`src/rtl/beq_truth_sweeper.sv`:
```
// beq_truth_sweeper: steps A,C,B,D through all 16 vectors, holds each for
// DWELL cycles, captures Z into a truth table and compares it to EXPECTED.
//   in : clk, rst_n, start, abort, Z
//   out: A, C, B, D, busy, done, pass, truth[15:0], mismatch[15:0]
module beq_truth_sweeper #(
  parameter int          DWELL    = 4,
  parameter logic [15:0] EXPECTED = 16'h0000
) (
  input  logic        clk,
  input  logic        rst_n,
  input  logic        start,
  input  logic        abort,
  input  logic        Z,
  output logic        A,
  output logic        C,
  output logic        B,
  output logic        D,
  output logic        busy,
  output logic        done,
  output logic        pass,
  output logic [15:0] truth,
  output logic [15:0] mismatch
);

  if (DWELL < 1 || DWELL > 255) begin : g_bad_dwell
    $fatal(1, "beq_truth_sweeper: DWELL must be 1..255");
  end

  localparam logic [7:0] LAST = 8'(DWELL - 1);

  typedef enum logic [1:0] {
    IDLE,
    RUN,
    DONE
  } state_t;

  state_t      state, state_nxt;
  logic [3:0]  idx, idx_nxt;
  logic [7:0]  cnt, cnt_nxt;
  logic        busy_nxt, done_nxt, pass_nxt;
  logic [15:0] truth_nxt, mism_nxt;
  logic [15:0] truth_cap;

  // idx is itself a register, so the drives carry no input path.
  assign A = idx[3];
  assign C = idx[2];
  assign B = idx[1];
  assign D = idx[0];

  always_comb begin
    state_nxt = state;
    idx_nxt   = idx;
    cnt_nxt   = cnt;
    busy_nxt  = busy;
    done_nxt  = done;
    pass_nxt  = pass;
    truth_nxt = truth;
    mism_nxt  = mismatch;
    // Table as it looks once this edge's sample lands; the last vector's
    // bit must be included in the final compare.
    truth_cap      = truth;
    truth_cap[idx] = Z;
    if (abort) begin
      state_nxt = IDLE;
      idx_nxt   = 4'd0;
      cnt_nxt   = 8'd0;
      busy_nxt  = 1'b0;
      done_nxt  = 1'b0;
      pass_nxt  = 1'b0;
    end else begin
      unique case (state)
        IDLE, DONE: begin
          if (start) begin
            state_nxt = RUN;
            idx_nxt   = 4'd0;
            cnt_nxt   = 8'd0;
            busy_nxt  = 1'b1;
            done_nxt  = 1'b0;
            pass_nxt  = 1'b0;
            truth_nxt = 16'd0;
            mism_nxt  = 16'd0;
          end
        end
        RUN: begin
          if (cnt < LAST) begin
            cnt_nxt = cnt + 8'd1;
          end else begin
            truth_nxt = truth_cap;
            if (idx != 4'hF) begin
              idx_nxt = idx + 4'd1;
              cnt_nxt = 8'd0;
            end else begin
              state_nxt = DONE;
              busy_nxt  = 1'b0;
              done_nxt  = 1'b1;
              pass_nxt  = (truth_cap == EXPECTED);
              mism_nxt  = truth_cap ^ EXPECTED;
            end
          end
        end
        default: state_nxt = IDLE;
      endcase
    end
  end

  always_ff @(posedge clk or negedge rst_n) begin
    if (!rst_n) begin
      state    <= IDLE;
      idx      <= 4'd0;
      cnt      <= 8'd0;
      busy     <= 1'b0;
      done     <= 1'b0;
      pass     <= 1'b0;
      truth    <= 16'd0;
      mismatch <= 16'd0;
    end else begin
      state    <= state_nxt;
      idx      <= idx_nxt;
      cnt      <= cnt_nxt;
      busy     <= busy_nxt;
      done     <= done_nxt;
      pass     <= pass_nxt;
      truth    <= truth_nxt;
      mismatch <= mism_nxt;
    end
  end

endmodule

```
`config.mk`:
```
export PLATFORM = sky130hd
export DESIGN_NAME = beq_truth_sweeper
export DESIGN_NICKNAME = d
export VERILOG_FILES = /design/src/rtl/beq_truth_sweeper.sv
export SDC_FILE = /design/constraint.sdc
export NUM_CORES = 1
export LEC_CHECK = 0
export CORE_MARGIN = 4
export CORE_UTILIZATION = 47
export DETAILED_ROUTE_END_ITERATION = 12
export GPL_TIMING_DRIVEN = 1
export PLACE_DENSITY_LB_ADDON = 0.2
export RECOVER_POWER = 100
export SYNTH_ARGS = -nofsm -noshare
export SYNTH_HDL_FRONTEND = slang
export SYNTH_SLANG_ARGS = --single-unit
```
`constraint.sdc`:
```
create_clock -name clk -period 2 [get_ports clk]
set_input_delay 0.4 -clock clk [delete_from_list [all_inputs] [get_ports clk]]
set_output_delay 0.4 -clock clk [all_outputs]
set_load 0.1 [all_outputs]
```
After elaboration in Yosys (flattened, before gate mapping) --
Cells that the tools add are included.
Storage, ports and cells: register bits after elaboration 49, output and inout port bits 39
Operators by class: add/subtract/negate cells 2, $lt $le $gt $ge 3, equality and inequality tests 11, multiplexer cells 38, bitwise operators 1, reductions and logical operators 12
Operators by type and width (count):
- 2-to-1 mux 16 bit | 4
- one-hot mux 16 bit (2 select lines) | 2
- 2-to-1 mux 8 bit | 4
- bitwise mux 16 bit | 1
- logical NOT 16 bit | 1
- 2-to-1 mux 4 bit | 4
- one-hot mux 8 bit (2 select lines) | 1
- 2-to-1 mux 1 bit | 12
- inequality test 3 bit, second input constant | 4
- AND reduction 4 bit | 3
- adder 8 x 1 -> 8 bit, second input constant | 1
- less-than comparator 8 x 2 -> 1 bit, second input constant | 1
- 2-to-1 mux 2 bit | 4
- inequality test 4 bit, second input constant | 2
- one-hot mux 4 bit (2 select lines) | 1
- inequality test 2 bit, second input constant | 3
- one-hot mux 1 bit (2 select lines) | 3
- AND reduction 3 bit | 2
- less-than comparator 4 x 5 -> 1 bit, second input constant | 1
- AND reduction 5 bit | 1
- adder 4 x 1 -> 4 bit, second input constant | 1
- demux 1 bit (select 4 bit) | 1
- >= comparator 4 x 1 -> 1 bit, second input constant | 1
- one-hot mux 2 bit (2 select lines) | 1
- other kinds (8) | 8

Logic depth before layout (Yosys ltp) --
depth after elaboration 10, depth in mapped cells 7, gate-level depth less buffers 7

Worst setup path before layout --
OpenSTA, ideal clock, no wires.
path type reg2reg, start point reg idx[0], end point reg pass, arrival time 2.641 ns, required time 1.905 ns, path slack -0.737 ns, stages on the path, launching flop included 8, buffers on the path 0, period minus slack after synthesis 2.737 ns, cells stage by stage dfrtp_1 inv_1 ha_1 nand3b_1 mux2i_2 nand4_1 or4_1 o31ai_1
Between the ends: cells in the longest elaborated chain, start to end 10, elaborated cells on any way between the ends 14
RTL lines:
- from (decl) | line 38 | logic [3:0] idx, idx_nxt;
- from (signal assigned) | line 118 | idx <= idx_nxt;
- less-than comparator 4 x 5 -> 1 bit (not written as such) / >= comparator 4 x 1 -> 1 bit (equally long branches) | line 62 | truth_cap[idx] = Z;
- logical AND 1 bit (not written as such) | line 62
- 2-to-1 mux 1 bit (not written as such) | line 62
- demux 1 bit (select 4 bit) | line 62
- bitwise mux 16 bit | line 62
- logical NOT 16 bit | line 96 | pass_nxt = (truth_cap == EXPECTED);
- 2-to-1 mux 1 bit | line 89 | if (idx != 4'hF) begin
- 2-to-1 mux 1 bit | line 85 | if (cnt < LAST) begin
- one-hot mux 1 bit (2 select lines) | line 71 | unique case (state)
- 2-to-1 mux 1 bit | line 63 | if (abort) begin
- to (signal assigned) | line 122 | pass <= pass_nxt;
- to (decl) | line 20 | output logic pass,
Parallel ways exist; a longest one is shown, timed or not. The select of a mux whose other input is x is not followed. A chain may end at the register's enable or synchronous reset.

Final worst setup path --
Ends and elaborated chain as after synthesis.

==> results.json <==
{
  "multi_input_area_sq_mm": 0.00125,
  "die_width_microns": 80.5,
  "syn_to_final_growth_pct": 38.2,
  "drt-pass1-iter-count": 4,
  "drc": 0,
  "grt_pass1_vias": 2015,
  "synth_edf_count": 0,
  "cp.required_ns": 2.22,
  "rsz0062_at_grt": "true",
  "cts_tree": "built",
  "mostFrequentLayoutCells": "buf_4, dfrtp_1, clkbuf_2",
  "synth_top_area_cell": "dfrtp_1",
  "cts-htree-levels": 2,
  "io_buffers": 43,
  "syn-instance-count": 237,
  "avgSynthCellArea_sq_um": 10.4,
  "async_flop_share": 1.00,
  "clock_sinks": 49,
  "wl_microns": 5920,
  "setup_slack_ns": -0.165,
  "synth_flop_cell": "dfrtp_1",
  "path_cells": "buf_4, ha_4, nand3b_1, mux2i_2, nand3_1, or4_4, o31ai_2",
  "grt_max_degree": 24,
  "synth_area_sq_mm": 0.00247,
  "start_kind": "register",
  "cpPeakStageDelay_ns": 0.56,
  "fillCellCount": 425,
  "cts_hold_buf": 0,
  "wl_per_cell_microns": 14.9,
  "violations": "setup timing",
  "synth_seq_area_share": 0.497,
  "grt.total_usage": 0.193,
  "hold_class": "in -> async",
  "timing.fmax_mhz": 462,
  "worst_setup_path_end_kind": "register",
  "grt-ovfl-total": 0,
  "synth_top_area_share": 0.497,
  "crit_fanout": 7,
  "clock_path_buffers": 2,
  "p_leak_nw": 1.60,
  "r2r_slack_ns": -0.17,
  "relSlewSlack": 0.281,
  "crit_family": "simple AND/OR/NAND/NOR gates",
  "setup.worst_path.class": "reg -> reg",
  "final_common_cell": "buf_4",
  "core_area_sq_mm": 0.00511,
  "pwr_density_cell_mw_per_mm2": 572,
  "arrival_ns": 2.38,
  "io_pins": 44,
  "period_needed_ns": 2.17,
  "cts-root-buf": "clkbuf_8",
  "maxCapViolCount": 0,
  "syn_nets": 249,
  "ys_ff_latch": 49,
  "grt_pass1_wl_microns": 9750,
  "cts_buffers": 5,
  "skew_ns": 0.0110,
  "finalHoldViolations": 0,
  "place_hpwl_microns": 4320,
  "fp-row-count": 26,
  "nNetsFinal": 339,
  "tightest_slew_ns": 1.08,
  "clock_latency_ns": 0.30,
  "post_drt_via_cell_ratio": 5.27,
  "final-setup-viol-count": 1,
  "ant_nets": 0,
  "dieHeight_microns": 80.5,
  "start_util": 0.483,
  "gp_congestion": 0.831,
  "drive_above_1_share": 0.399,
  "num_antenna_cells": 0,
  "die_area_sq_mm": 0.00648,
  "peakVddDrop_mv": 0.463,
  "synth_cell_type_count": 42,
  "antenna_found_initial": 0,
  "yosys-top-cells-area": "dfrtp_1, mux2i_1, nand2_1",
  "via_count": 2098,
  "drtIter0Drc": 123,
  "hold_ws_ns": 0.267,
  "path_buf_inv": 1,
  "crit_path_top_delay_cell": "or4_4",
  "yosysWarnings": 0,
  "total_power_mw": 1.95,
  "status": "finished, violations left",
  "ff_latch_area_sq_mm": 0.00124,
  "fin_crit_sh": 1.08,
  "clk_pin_slew_ns": 0.09,
  "maxSlewViolCount": 0
}
cell type report:
type | instances | area share
multi-input cells | 169 | 0.368
clock inverters | 2 | 0.00293
clock buffers | 6 | 0.0213
repair buffers | 97 | 0.212
flip-flops and latches | 49 | 0.364
inverters | 5 | 0.00697
well taps | 70 | 0.0257
state kept, by name, summed over array words and instances (netlist names):
name and flops:
busy 1, cnt 8, done 1, idx 4, mismatch 16, pass 1
state 2, truth 16
cell usage after synthesis (all sizes together) (2+ instances only):
| library cell | instances |
|---|---|
| nand3b | 9 |
| clkbuf | 4 |
| buf | 10 |
| nand2 | 35 |
| nor2b | 4 |
| a41oi | 2 |
| nand3 | 9 |
| and3 | 3 |
| nor2 | 9 |
| xor2 | 2 |
| mux2i | 16 |
| inv | 5 |
| nand2b | 4 |
| a21oi | 5 |
| mux2 | 4 |
| o211ai | 2 |
| and2 | 2 |
| dfrtp | 49 |
| o21ai | 18 |
| nand4 | 3 |
| o31ai | 17 |
| nor3b | 4 |
| ha | 7 |
metrics by stage:
stage	setup slack, ns	std cells	instance area, sq um	util	TNS (ns)
2_1_floorplan	-0.137	237	2540	-	-0.137
3_3_place_gp	-0.161	378	3300	0.646	-2.24
3_5_place_dp	-0.207	378	3300	0.646	-3.43
4_1_cts	-0.140	390	3430	0.671	-0.140
5_1_grt	-0.260	398	3410	0.668	-0.331
6_report	-0.165	398	3410	0.668	-0.165
cell families (layout without fill, tap and decap cells):
kind of cell	after synthesis	in the layout	share of synthesized area
compound gates	53	53	0.151
xor+xnor	2	2	0.00710
fa+ha+maj	7	7	0.0355
buf+inv	19	110	0.0411
flops	49	49	0.497
mux	20	20	0.0862
simple gates	87	87	0.182
report_power, final:
group | switching, mW | total [mW] | internal, mW | leakage, nW
Sequential | 0.0201 | 1.03 | 1.01 | 0.671
Combinational | 0.257 | 0.356 | 0.0986 | 0.881
Clock | 0.318 | 0.561 | 0.243 | 0.0450
Total | 0.595 | 1.95 | 1.35 | 1.60
per-layer routing:
layer / global-route usage / routed length, microns
met5: 0 / 0
met4: 0.0541 / 72
met2: 0.327 / 2970
met1: 0.247 / 2590
met3: 0.0437 / 290
repair_timing:
| action | CTS | global route |
|---|---|---|
| pin swaps | 0 | 3 |
| setup endpoints to repair | 1 | 3 |
| hold endpoints to repair | 0 | 0 |
| buffers inserted | 4 | 8 |
| gates resized for setup | 3 | 13 |
final timing paths:
kind	start	end	depth (start not counted)
max in group asynchronous	rst_n	mismatch[11]	2
max reg2reg	idx[0]	pass	7
max	idx[0]	pass	7
min in group clk	mismatch[9]	mismatch[9]	2
min	rst_n	mismatch[2]	1
min reg2reg	mismatch[9]	mismatch[9]	2
Note: power is estimated with default switching activity, not from simulation.
